File: config.mk
export PLATFORM = sky130hd
export DESIGN_NAME = byte_wb_ctrl_flat
export DESIGN_NICKNAME = d
export VERILOG_FILES = /design/src/rtl/byte_wb_ctrl_pkg.sv /design/src/rtl/byte_wb_ctrl_if.sv /design/src/rtl/byte_wb_ctrl.sv /design/src/flat_wrapper.sv
export SDC_FILE = /design/constraint.sdc
export NUM_CORES = 1
export LEC_CHECK = 0
export CORE_ASPECT_RATIO = 1.75
export CORE_UTILIZATION = 43
export DETAILED_ROUTE_END_ITERATION = 12
export HOLD_SLACK_MARGIN = 0.05
export PLACE_DENSITY = 0.92
export SLEW_MARGIN = 20
export SYNTH_ARGS = -nofsm -noshare
export SYNTH_HDL_FRONTEND = slang
export SYNTH_SLANG_ARGS = --single-unit
File: constraint.sdc
create_clock -name clk -period 2.4 [get_ports clk]
set_input_delay 0.48 -clock clk [delete_from_list [all_inputs] [get_ports clk]]
set_output_delay 0.48 -clock clk [all_outputs]
set_load 0.005 [all_outputs]
File: src/rtl/byte_wb_ctrl_pkg.sv
//------------------------------------------------------------------------------
// byte_wb_pkg
// Shared types and constants for the byte-stream to Wishbone controller:
// Wishbone request/response structs, FSM state encoding, command byte layout
// and the default error byte returned by a timed-out read.
//------------------------------------------------------------------------------
package byte_wb_pkg;

   localparam int ADR_W = 8;
   localparam int DAT_W = 8;

   // Bus request driven by the controller.
   typedef struct packed {
      logic [ADR_W-1:0] adr;
      logic [DAT_W-1:0] dat;
      logic             we;
      logic             stb;
   } iWishbone_Ctrl;

   // Bus response returned by the addressed peripheral.
   typedef struct packed {
      logic [DAT_W-1:0] dat;
      logic             ack;
   } iWishbone_Peri;

   // Controller FSM states.
   typedef enum logic [1:0] {
      IDLE     = 2'd0,
      GET_DATA = 2'd1,
      BUS      = 2'd2,
      RESP     = 2'd3
   } state_e;

   // Command byte layout: bit7 = write enable, bits3:0 = address.
   localparam int CMD_WE_BIT  = 7;
   localparam int CMD_ADR_MSB = 3;

   // Byte returned for a read that was abandoned without ack.
   localparam logic [7:0] ERR_BYTE_DFLT = 8'hEE;

   // Extract the address field of a command byte, zero-extended to ADR_W.
   function automatic logic [ADR_W-1:0] cmd_adr(input logic [7:0] cmd);
      logic [ADR_W-1:0] adr;
      adr = {ADR_W{1'b0}};
      adr[CMD_ADR_MSB:0] = cmd[CMD_ADR_MSB:0];
      return adr;
   endfunction

endpackage

File: src/rtl/byte_wb_ctrl_if.sv
//------------------------------------------------------------------------------
// byte_wb_ctrl_if
// Groups the receive byte stream, transmit byte stream and Wishbone bus of the
// controller. The 'master' modport is the controller side (it masters the
// Wishbone bus); the 'slave' modport is the environment side (receiver,
// transmitter and peripherals).
//------------------------------------------------------------------------------
interface byte_wb_ctrl_if;
   import byte_wb_pkg::*;

   logic [7:0]    rx_data;
   logic          rx_valid;
   logic          rx_ready;

   logic [7:0]    tx_data;
   logic          tx_valid;
   logic          tx_ready;

   iWishbone_Ctrl wb_c;
   iWishbone_Peri wb_p;

   modport master (
      input  rx_data, rx_valid, tx_ready, wb_p,
      output rx_ready, tx_data, tx_valid, wb_c
   );

   modport slave (
      output rx_data, rx_valid, tx_ready, wb_p,
      input  rx_ready, tx_data, tx_valid, wb_c
   );

endinterface

File: src/rtl/byte_wb_ctrl.sv
//------------------------------------------------------------------------------
// byte_wb_ctrl
// Turns a command byte stream into single Wishbone transactions, one in
// flight at a time. A command byte carries we (bit7) and adr (bits3:0); a
// write command is followed by one data byte. Read results are returned as a
// single byte on the transmit stream.
//
// Optional feature: define BYTE_WB_CTRL_TIMEOUT_EN to abandon a bus cycle
// after TIMEOUT cycles without ack (reads then return ERR_BYTE). Without it
// the bus cycle waits for ack indefinitely.
//
// All outputs are registered; their next values are decoded from the next
// state so that stb, rx_ready and tx_valid always track the FSM exactly.
//------------------------------------------------------------------------------
module byte_wb_ctrl
   import byte_wb_pkg::*;
#(
   parameter int         TIMEOUT  = 255,
   parameter logic [7:0] ERR_BYTE = ERR_BYTE_DFLT
)(
   input  logic            clk,
   input  logic            rst_n,
   byte_wb_ctrl_if.master  bus
);

   localparam logic [1:0] ST_IDLE     = IDLE;
   localparam logic [1:0] ST_GET_DATA = GET_DATA;
   localparam logic [1:0] ST_BUS      = BUS;
   localparam logic [1:0] ST_RESP     = RESP;

   logic [1:0]       state_q,    state_d;
   logic             rx_ready_q, rx_ready_d;
   logic             tx_valid_q, tx_valid_d;
   logic [7:0]       tx_data_q,  tx_data_d;
   logic             stb_q,      stb_d;
   logic             we_q,       we_d;
   logic [ADR_W-1:0] adr_q,      adr_d;
   logic [DAT_W-1:0] dat_q,      dat_d;

   logic rx_fire_s;
   logic tx_fire_s;
   logic ack_s;
   logic tmo_s;

   assign rx_fire_s = bus.rx_valid && rx_ready_q;
   assign tx_fire_s = tx_valid_q && bus.tx_ready;
   // ack only counts while a bus cycle is actually open
   assign ack_s     = bus.wb_p.ack && (state_q == ST_BUS);

`ifdef BYTE_WB_CTRL_TIMEOUT_EN
   localparam logic [7:0] TMO_LAST = 8'(TIMEOUT - 1);

   logic [7:0] wait_q, wait_d;

   // Wait counter: zero outside BUS, counts BUS cycles that see no ack.
   always_comb begin
      wait_d = wait_q;
      if (state_q != ST_BUS) begin
         wait_d = 8'd0;
      end else if (!bus.wb_p.ack) begin
         wait_d = wait_q + 8'd1;
      end else begin
         wait_d = wait_q;
      end
   end

   // Wait counter register.
   always_ff @(posedge clk or negedge rst_n) begin
      if (!rst_n) begin
         wait_q <= 8'd0;
      end else begin
         wait_q <= wait_d;
      end
   end

   // Last permitted cycle without ack; ack in the same cycle takes priority.
   assign tmo_s = (state_q == ST_BUS) && !bus.wb_p.ack && (wait_q == TMO_LAST);
`else
   logic [39:0] cfg_unused_s;

   assign tmo_s        = 1'b0;
   assign cfg_unused_s = {32'(TIMEOUT), ERR_BYTE};
`endif

   // Next-state and datapath decode for the command FSM.
   always_comb begin
      state_d   = state_q;
      tx_data_d = tx_data_q;
      we_d      = we_q;
      adr_d     = adr_q;
      dat_d     = dat_q;
      case (state_q)
         ST_IDLE: begin
            if (rx_fire_s) begin
               we_d  = bus.rx_data[CMD_WE_BIT];
               adr_d = cmd_adr(bus.rx_data);
               if (bus.rx_data[CMD_WE_BIT]) begin
                  state_d = ST_GET_DATA;
               end else begin
                  state_d = ST_BUS;
               end
            end else begin
               state_d = ST_IDLE;
            end
         end
         ST_GET_DATA: begin
            if (rx_fire_s) begin
               dat_d   = bus.rx_data;
               state_d = ST_BUS;
            end else begin
               state_d = ST_GET_DATA;
            end
         end
         ST_BUS: begin
            if (ack_s) begin
               if (we_q) begin
                  state_d = ST_IDLE;
               end else begin
                  tx_data_d = bus.wb_p.dat;
                  state_d   = ST_RESP;
               end
            end else if (tmo_s) begin
               if (we_q) begin
                  state_d = ST_IDLE;
               end else begin
                  tx_data_d = ERR_BYTE;
                  state_d   = ST_RESP;
               end
            end else begin
               state_d = ST_BUS;
            end
         end
         ST_RESP: begin
            if (tx_fire_s) begin
               state_d = ST_IDLE;
            end else begin
               state_d = ST_RESP;
            end
         end
         default: begin
            state_d = ST_IDLE;
         end
      endcase
   end

   // Registered handshake/strobe outputs follow the state being entered.
   always_comb begin
      rx_ready_d = (state_d == ST_IDLE) || (state_d == ST_GET_DATA);
      stb_d      = (state_d == ST_BUS);
      tx_valid_d = (state_d == ST_RESP);
   end

   // State and output registers; reset applies asynchronously.
   always_ff @(posedge clk or negedge rst_n) begin
      if (!rst_n) begin
         state_q    <= ST_IDLE;
         rx_ready_q <= 1'b0;
         tx_valid_q <= 1'b0;
         tx_data_q  <= 8'h00;
         stb_q      <= 1'b0;
         we_q       <= 1'b0;
         adr_q      <= {ADR_W{1'b0}};
         dat_q      <= {DAT_W{1'b0}};
      end else begin
         state_q    <= state_d;
         rx_ready_q <= rx_ready_d;
         tx_valid_q <= tx_valid_d;
         tx_data_q  <= tx_data_d;
         stb_q      <= stb_d;
         we_q       <= we_d;
         adr_q      <= adr_d;
         dat_q      <= dat_d;
      end
   end

   assign bus.rx_ready = rx_ready_q;
   assign bus.tx_valid = tx_valid_q;
   assign bus.tx_data  = tx_data_q;
   assign bus.wb_c     = {adr_q, dat_q, we_q, stb_q};

endmodule

File: src/flat_wrapper.sv
// flat-port wrapper written by rule: the top's interface ports become plain ports
module byte_wb_ctrl_flat import byte_wb_pkg::*;
#(
   parameter int         TIMEOUT  = 255,
   parameter logic [7:0] ERR_BYTE = ERR_BYTE_DFLT
)
  (clk, rst_n, bus_rx_data, bus_rx_valid, bus_tx_ready, bus_wb_p, bus_rx_ready, bus_tx_data, bus_tx_valid, bus_wb_c);
  byte_wb_ctrl_if bus_i ();
  input  logic clk;
  input  logic rst_n;
  input wire logic [$bits(bus_i.rx_data)-1:0] bus_rx_data;
  input wire logic [$bits(bus_i.rx_valid)-1:0] bus_rx_valid;
  input wire logic [$bits(bus_i.tx_ready)-1:0] bus_tx_ready;
  input wire logic [$bits(bus_i.wb_p)-1:0] bus_wb_p;
  output wire logic [$bits(bus_i.rx_ready)-1:0] bus_rx_ready;
  output wire logic [$bits(bus_i.tx_data)-1:0] bus_tx_data;
  output wire logic [$bits(bus_i.tx_valid)-1:0] bus_tx_valid;
  output wire logic [$bits(bus_i.wb_c)-1:0] bus_wb_c;
  assign bus_i.rx_data = bus_rx_data;
  assign bus_i.rx_valid = bus_rx_valid;
  assign bus_i.tx_ready = bus_tx_ready;
  assign bus_i.wb_p = bus_wb_p;
  assign bus_rx_ready = bus_i.rx_ready;
  assign bus_tx_data = bus_i.tx_data;
  assign bus_tx_valid = bus_i.tx_valid;
  assign bus_wb_c = bus_i.wb_c;
  byte_wb_ctrl #(.TIMEOUT(TIMEOUT), .ERR_BYTE(ERR_BYTE)) u_core (.clk(clk), .rst_n(rst_n), .bus(bus_i));
endmodule
==> reports/results.ini, run 1 <==
[sta]
final_min_period_over_clock_period = 0.7354
clock-skew-final_ns = 0.005280
setup_viol = 0
fmax_ghz = 0.5666
final_max_slew_viol_count = 0
grt_setup_unrepaired = false
timing.final.ws_setup_ns = 0.6352
finalHoldViolCount = 0
finalWorstPathRequiredPeriod_ns = 1.765
setup_total_negative_slack_ns = 0

[cts]
h-tree-depth = 1
clock_insertion_delay_worst_skew_ns = 0.26
root_buffer = sky130_fd_sc_hd__clkbuf_8
postCtsSetupBuffers = 0
cts.reportedPaths.clkPinSlew_ns = 0.09
cts_buffers = 3
cts-hold-fix-buffers = 0
num_clock_sinks = 26
post_cts_resize_count = 0
cts_buffer_depth = 2
tritoncts = yes

[critical_path]
max_stage_delay_ns = 0.54
timing.rr.start = u_core.state_q[0]$_DFF_PN0_
list_of_cells_traversed_by_the_critical_path = clkdlybuf4s50_1
critical_path.startpoint_type = flop
crit_required_ns = 1.92
cp_slowest_cell = sky130_fd_sc_hd__clkdlybuf4s50_1
endpoint_kind_of_the_worst_setup_timing_path = output pin
worstPathMaxFanout = 5
critical_path_arrival_ns = 1.28
timing_worst_setup_path_type = reg -> out
critical_path.n_buffers_inverters = 1
critical_path.top_delay_family = buffers and inverters
setup.worst_path.start = u_core.we_q$_DFFE_PN0P_

[floorplan]
die_height_um = 68.14
die_width_um = 39.79
pin_count = 49
start_util = 0.4611
rows = 23
core_footprint_sq_um = 2331
die_area_sq_um = 2711

[placed_design]
placed_cells_incl_taps = 139
numPortBuffers = 44
placedInstanceArea_sq_um = 1516
detailedPlace.worstSlack_ns = 0.4367
dp_hpwl_um = 1681
globalplace.congestion = 0.6783

[routing]
number_of_violations_reported_at_the_end_of_detailed_routing_iteration_0 = 29
remaining_routing_drc_violations = 0
detail_route.vias_per_cell = 5.028
route.antenna.remaining_nets = 0
totalWireLength_um = 2143
drt_first_pass_iters = 4
wl_per_cell_um = 14.99
vias = 719

[pwr]
powerDensity_nw_per_um2 = 1246
ir_worst_vdd_mv = 0.6599
power.leakage_nw = 0.6754

[grt]
number_of_antenna_violations_at_the_first_check_in_global_routing = 0
pin_count_of_the_biggest_net_entering_global_routing = 27
grt_remaining_overflow = 0
grt_pass1_vias = 754
first_pass_grt_wire_length_um = 3111
grt_util_all_layers = 0.1673

[logic_synthesis]
number_of_distinct_standard_cells_referenced_by_the_synthesized_netlist = 20
async_reset_ff_frac = 1.000
syn_area_sq_um = 1075
synth_top_area_cell = sky130_fd_sc_hd__dfrtp_1
synth_warnings = 0
synth-main-ff-cell = sky130_fd_sc_hd__dfrtp_1
synth_enable_flop_cells = 0
synthTopCellsByArea = sky130_fd_sc_hd__dfrtp_1, sky130_fd_sc_hd__mux2_2, sky130_fd_sc_hd__buf_4, sky130_fd_sc_hd__nor3b_4, sky130_fd_sc_hd__nand2b_4
synth_cells = 72
synth_largest_type_area_fraction = 0.6054
synth.ff_latch_count = 26
yosysSeqAreaShare = 0.6054
synthesis.area_per_instance_sq_um = 14.93

[worst_hold_path]
timing.hold.worst.start = u_core.dat_q[5]$_DFFE_PN0P_
hold_crit_path_type = reg -> reg

[finish]
layout-drive-gt1-share = 0.2458
layout.cells.most_common_list = sky130_fd_sc_hd__clkdlybuf4s50_1, sky130_fd_sc_hd__dfrtp_1, sky130_fd_sc_hd__mux2_2
final_cell_area_sq_um = 1588
design.final.nets = 140
filler_cell_count = 168
layout.cells.most_common = sky130_fd_sc_hd__clkdlybuf4s50_1
post_layout_nonfiller_instances = 143
synthToLayoutAreaGrowth_pct = 47.73
postLayoutCoreUtil = 0.6812
insertedDiodeCount = 0

[flow_run]
drv.max_cap_violation_count = 0

[outcome]
outcome = finished clean

[report_power, final]
group | total, mW | leakage, nW | switching, mW | internal (mW)
combinational | 0.825 | 0.327 | 0.236 | 0.589
sequential | 0.803 | 0.313 | 0.145 | 0.657
clock | 0.351 | 0.0357 | 0.128 | 0.223
total | 1.98 | 0.675 | 0.510 | 1.47
[cells by family after synthesis]
group,Yosys count,share of synthesized area
DFF,26,0.6054
muxes,22,0.2293
and+or+nand+nor,10,0.07452
buffers and inverters,7,0.05238
AOI/OAI and AO/OA,6,0.03493
other,1,0.003489
[per-stage QoR]
step,hold WS (ns),power (mW)
6_report,0.5095,1.979
5_1_grt,0.5387,2.121
4_1_cts,0.5140,2.011
3_5_place_dp,0.4939,1.653
3_3_place_gp,0.4879,1.615
2_1_floorplan,0.1844,1.167
[per-layer routing]
| layer | vias up | wire length (um) | track usage |
|---|---|---|---|
| li1 | 331 | - | - |
| met1 | 359 | 757 | 0.1645 |
| met2 | 29 | 1261 | 0.3299 |
| met3 | 0 | 123 | 0.02273 |
| met4 | 0 | 0 | 0.05172 |
| met5 | - | 0 | 0 |
[final cells by class]
class	instances	area, sq um	area share
clock inverters	1	30.03	0.01891
flip-flops and latches	26	650.6	0.4098
multi-input cells	42	379.1	0.2388
clock buffers	3	41.29	0.02600
well taps	25	31.28	0.01970
repair buffers	46	455.4	0.2868
[sequential cells by signal, indices dropped and copies added, names as in the netlist]
register and flops:
u_core.bus.tx_valid 1, u_core.we_q 1, u_core.stb_q 1, u_core.state_q 2
u_core.dat_q 8, u_core.bus.rx_ready 1, u_core.adr_q 4, u_core.bus.tx_data 8
[path summary, 6_finish.rpt]
| check | end | slack [ns] | cells after the start |
|---|---|---|---|
| min in group asynchronous | u_core.adr_q[1]$_DFFE_PN0P_ | 0.58 | 2 |
| min | u_core.dat_q[5]$_DFFE_PN0P_ | 0.51 | 1 |
| max | bus_wb_c[1] | 0.64 | 1 |
| min reg2reg | u_core.dat_q[5]$_DFFE_PN0P_ | 0.51 | 1 |
| max reg2reg | u_core.bus.tx_data[2]$_DFFE_PN0P_ | 0.86 | 3 |
| max in group asynchronous | u_core.bus.rx_ready$_DFF_PN0_ | 1.57 | 2 |
[synthesized netlist by cell type (2+ instances only)]
cell	number
sky130_fd_sc_hd__nand2_1	2
sky130_fd_sc_hd__buf_4	6
sky130_fd_sc_hd__dfrtp_1	26
sky130_fd_sc_hd__mux2_2	21
sky130_fd_sc_hd__o21ai_0	2
No activity file was read; power rests on OpenSTA's default activity.
==> run 2: changes to the inputs <==
--- a/config.mk
+++ b/config.mk
@@ -6,10 +6,10 @@
 export NUM_CORES = 1
 export LEC_CHECK = 0
 export CORE_ASPECT_RATIO = 1.75
-export CORE_UTILIZATION = 43
+export CORE_UTILIZATION = 36
 export DETAILED_ROUTE_END_ITERATION = 12
 export HOLD_SLACK_MARGIN = 0.05
-export PLACE_DENSITY = 0.92
+export PLACE_DENSITY = 0.83
 export SLEW_MARGIN = 20
 export SYNTH_ARGS = -nofsm -noshare
 export SYNTH_HDL_FRONTEND = slang
==> constraint.sdc (replaced) <==
create_clock -name clk -period 1.4 [get_ports clk]
set_input_delay 0.28 -clock clk [delete_from_list [all_inputs] [get_ports clk]]
set_output_delay 0.28 -clock clk [all_outputs]
set_load 0.005 [all_outputs]
==> reports/results.ini, run 2 (synthesis results as in run 1) <==
[cts]
root_buffer = sky130_fd_sc_hd__clkbuf_8
num_clock_sinks = 26
cts.reportedPaths.clkPinSlew_ns = 0.09
tritoncts = yes
cts-hold-fix-buffers = 0
h-tree-depth = 1
cts_buffer_depth = 2
cts_buffers = 3
clock_insertion_delay_worst_skew_ns = 0.27

[floorplan]
rows = 25
die_height_um = 74.28
die_area_sq_um = 3217
start_util = 0.3905
core_footprint_sq_um = 2753
pin_count = 49
die_width_um = 43.31

[sta]
finalHoldViolCount = 0
setup_viol = 0
clock-skew-final_ns = 0.006287
setup_total_negative_slack_ns = 0
grt_setup_unrepaired = false
finalWorstPathRequiredPeriod_ns = 1.340
fmax_ghz = 0.7464
final_min_period_over_clock_period = 0.9569
final_max_slew_viol_count = 0

[critical_path]
crit_required_ns = 1.56
timing_worst_setup_path_type = reg -> reg
endpoint_kind_of_the_worst_setup_timing_path = flop
critical_path_arrival_ns = 1.50
critical_path.startpoint_type = flop
regToRegSetupSlack_ns = 0.06
worstPathMaxFanout = 8

[pwr]
power.internal_mw = 2.414
logic_gate_share_of_total_power = 0.413
power.leakage_nw = 0.7829
share_clk_of_total_power = 0.184
ir_worst_vdd_mv = 0.9884
powerDensity_nw_per_um2 = 1994
power.switching_fraction = 0.2726
pwr-share-seq = 0.403
power_mw = 3.318
p_switching_uw = 904.5

[placed_design]
numPortBuffers = 44
dp_hpwl_um = 1720
globalplace.congestion = 0.7798
placedInstanceArea_sq_um = 1597

[finish]
layout.cells.most_common = sky130_fd_sc_hd__dfrtp_1
register_area_sq_um = 653.1
multiInputGateArea_sq_um = 384.1
layout-drive-gt1-share = 0.3228
postLayoutCoreUtil = 0.6045
layout.cells.most_common_list = sky130_fd_sc_hd__dfrtp_1, sky130_fd_sc_hd__dlygate4sd2_1, sky130_fd_sc_hd__mux2_2
design.final.nets = 149
filler_cell_count = 222
final_cell_area_sq_um = 1664
insertedDiodeCount = 0
synthToLayoutAreaGrowth_pct = 54.83

[routing]
met2_wirelength_um = 1242
vias = 752
number_of_violations_reported_at_the_end_of_detailed_routing_iteration_0 = 1
drt_first_pass_iters = 2
wl_per_cell_um = 14.58
totalWireLength_um = 2245
detailroute.wirelength.met3_um = 151
route.antenna.remaining_nets = 0
detail_route.vias_per_cell = 4.883
highest_metal_used = met4
remaining_routing_drc_violations = 0
routedLengthMet1_um = 807

[flow_run]
drv.max_cap_violation_count = 0

[grt]
grt_util_all_layers = 0.1444
number_of_antenna_violations_at_the_first_check_in_global_routing = 0
first_pass_grt_wire_length_um = 3381
grt_remaining_overflow = 0
pin_count_of_the_biggest_net_entering_global_routing = 27
grt_pass1_vias = 772

[worst_hold_path]
hold_crit_path_type = in -> async

[outcome]
outcome = finished clean

-- run 2: cell types whose count changed in the layout (fill, tap and decap cells not counted), moves of 2 or more --
cell,previous run,this run
sky130_fd_sc_hd__dlygate4sd2_1,0,23
sky130_fd_sc_hd__dfrtp_1,26,24
sky130_fd_sc_hd__dfrtp_2,0,2
sky130_fd_sc_hd__buf_12,0,2
sky130_fd_sc_hd__buf_4,2,9
sky130_fd_sc_hd__clkdlybuf4s50_1,44,20
-- run 2: final timing paths --
path | end | cells past startpoint | startpoint
max in group asynchronous | u_core.state_q[1]$_DFF_PN0_ | 2 | rst_n
hold reg to reg | u_core.bus.tx_data[2]$_DFFE_PN0P_ | 1 | u_core.bus.tx_data[2]$_DFFE_PN0P_
setup / recovery | u_core.bus.tx_data[3]$_DFFE_PN0P_ | 4 | u_core.state_q[0]$_DFF_PN0_
min in group clk | u_core.bus.tx_data[2]$_DFFE_PN0P_ | 1 | u_core.bus.tx_data[2]$_DFFE_PN0P_
setup reg to reg | u_core.bus.tx_data[3]$_DFFE_PN0P_ | 4 | u_core.state_q[0]$_DFF_PN0_
hold / removal | u_core.adr_q[3]$_DFFE_PN0P_ | 2 | rst_n
-- run 2: area by class of cell --
cell class	instances	share of cell area
clock buffers	3	0.02481
clock inverters	1	0.01805
multi-input cells	42	0.2308
flip-flops and latches	26	0.3925
well taps	27	0.02030
repair buffers	55	0.3135
-- run 2: repair_timing --
| item | in CTS | in global routing |
|---|---|---|
| resized for setup | 24 | 3 |
| setup endpoints to repair | 23 | 11 |
| buffers inserted | 3 | 0 |
| pin swaps | 0 | 1 |
-- run 2: critical path, stage by stage (launching register included) --
cell and delay, ns:
sky130_fd_sc_hd__dfrtp_1 0.38, sky130_fd_sc_hd__nand2b_4 0.15, sky130_fd_sc_hd__nor3b_4 0.22, sky130_fd_sc_hd__buf_12 0.15, sky130_fd_sc_hd__mux2_2 0.32
-- run 2: power groups by stage --
stage               sequential (mW)  clock, mW  combinational [mW]
floorplan                      1.37          0               0.629
global placement               1.35          0                1.53
detailed placement             1.36          0                1.58
CTS                            1.31      0.636                1.44
global route                   1.38      0.656                1.49
finish                         1.34      0.610                1.37
-- run 2: metal layers --
| metal | up-vias | global-route usage |
|---|---|---|
| met4 | 0 | 0.09091 |
| met2 | 39 | 0.2670 |
| met3 | 4 | 0.02913 |
| met1 | 358 | 0.1415 |
| li1 | 351 | - |
| met5 | - | 0 |
-- run 2: per-stage QoR --
step	hold slack [ns]	setup WS [ns]	std cells
6_report	0.3738	0.06028	154
5_1_grt	0.3986	0.01954	154
4_1_cts	0.3792	0.01105	155
3_5_place_dp	0.4957	-0.2534	148
3_3_place_gp	0.4887	-0.2133	148
2_1_floorplan	-0.01559	-0.03037	75
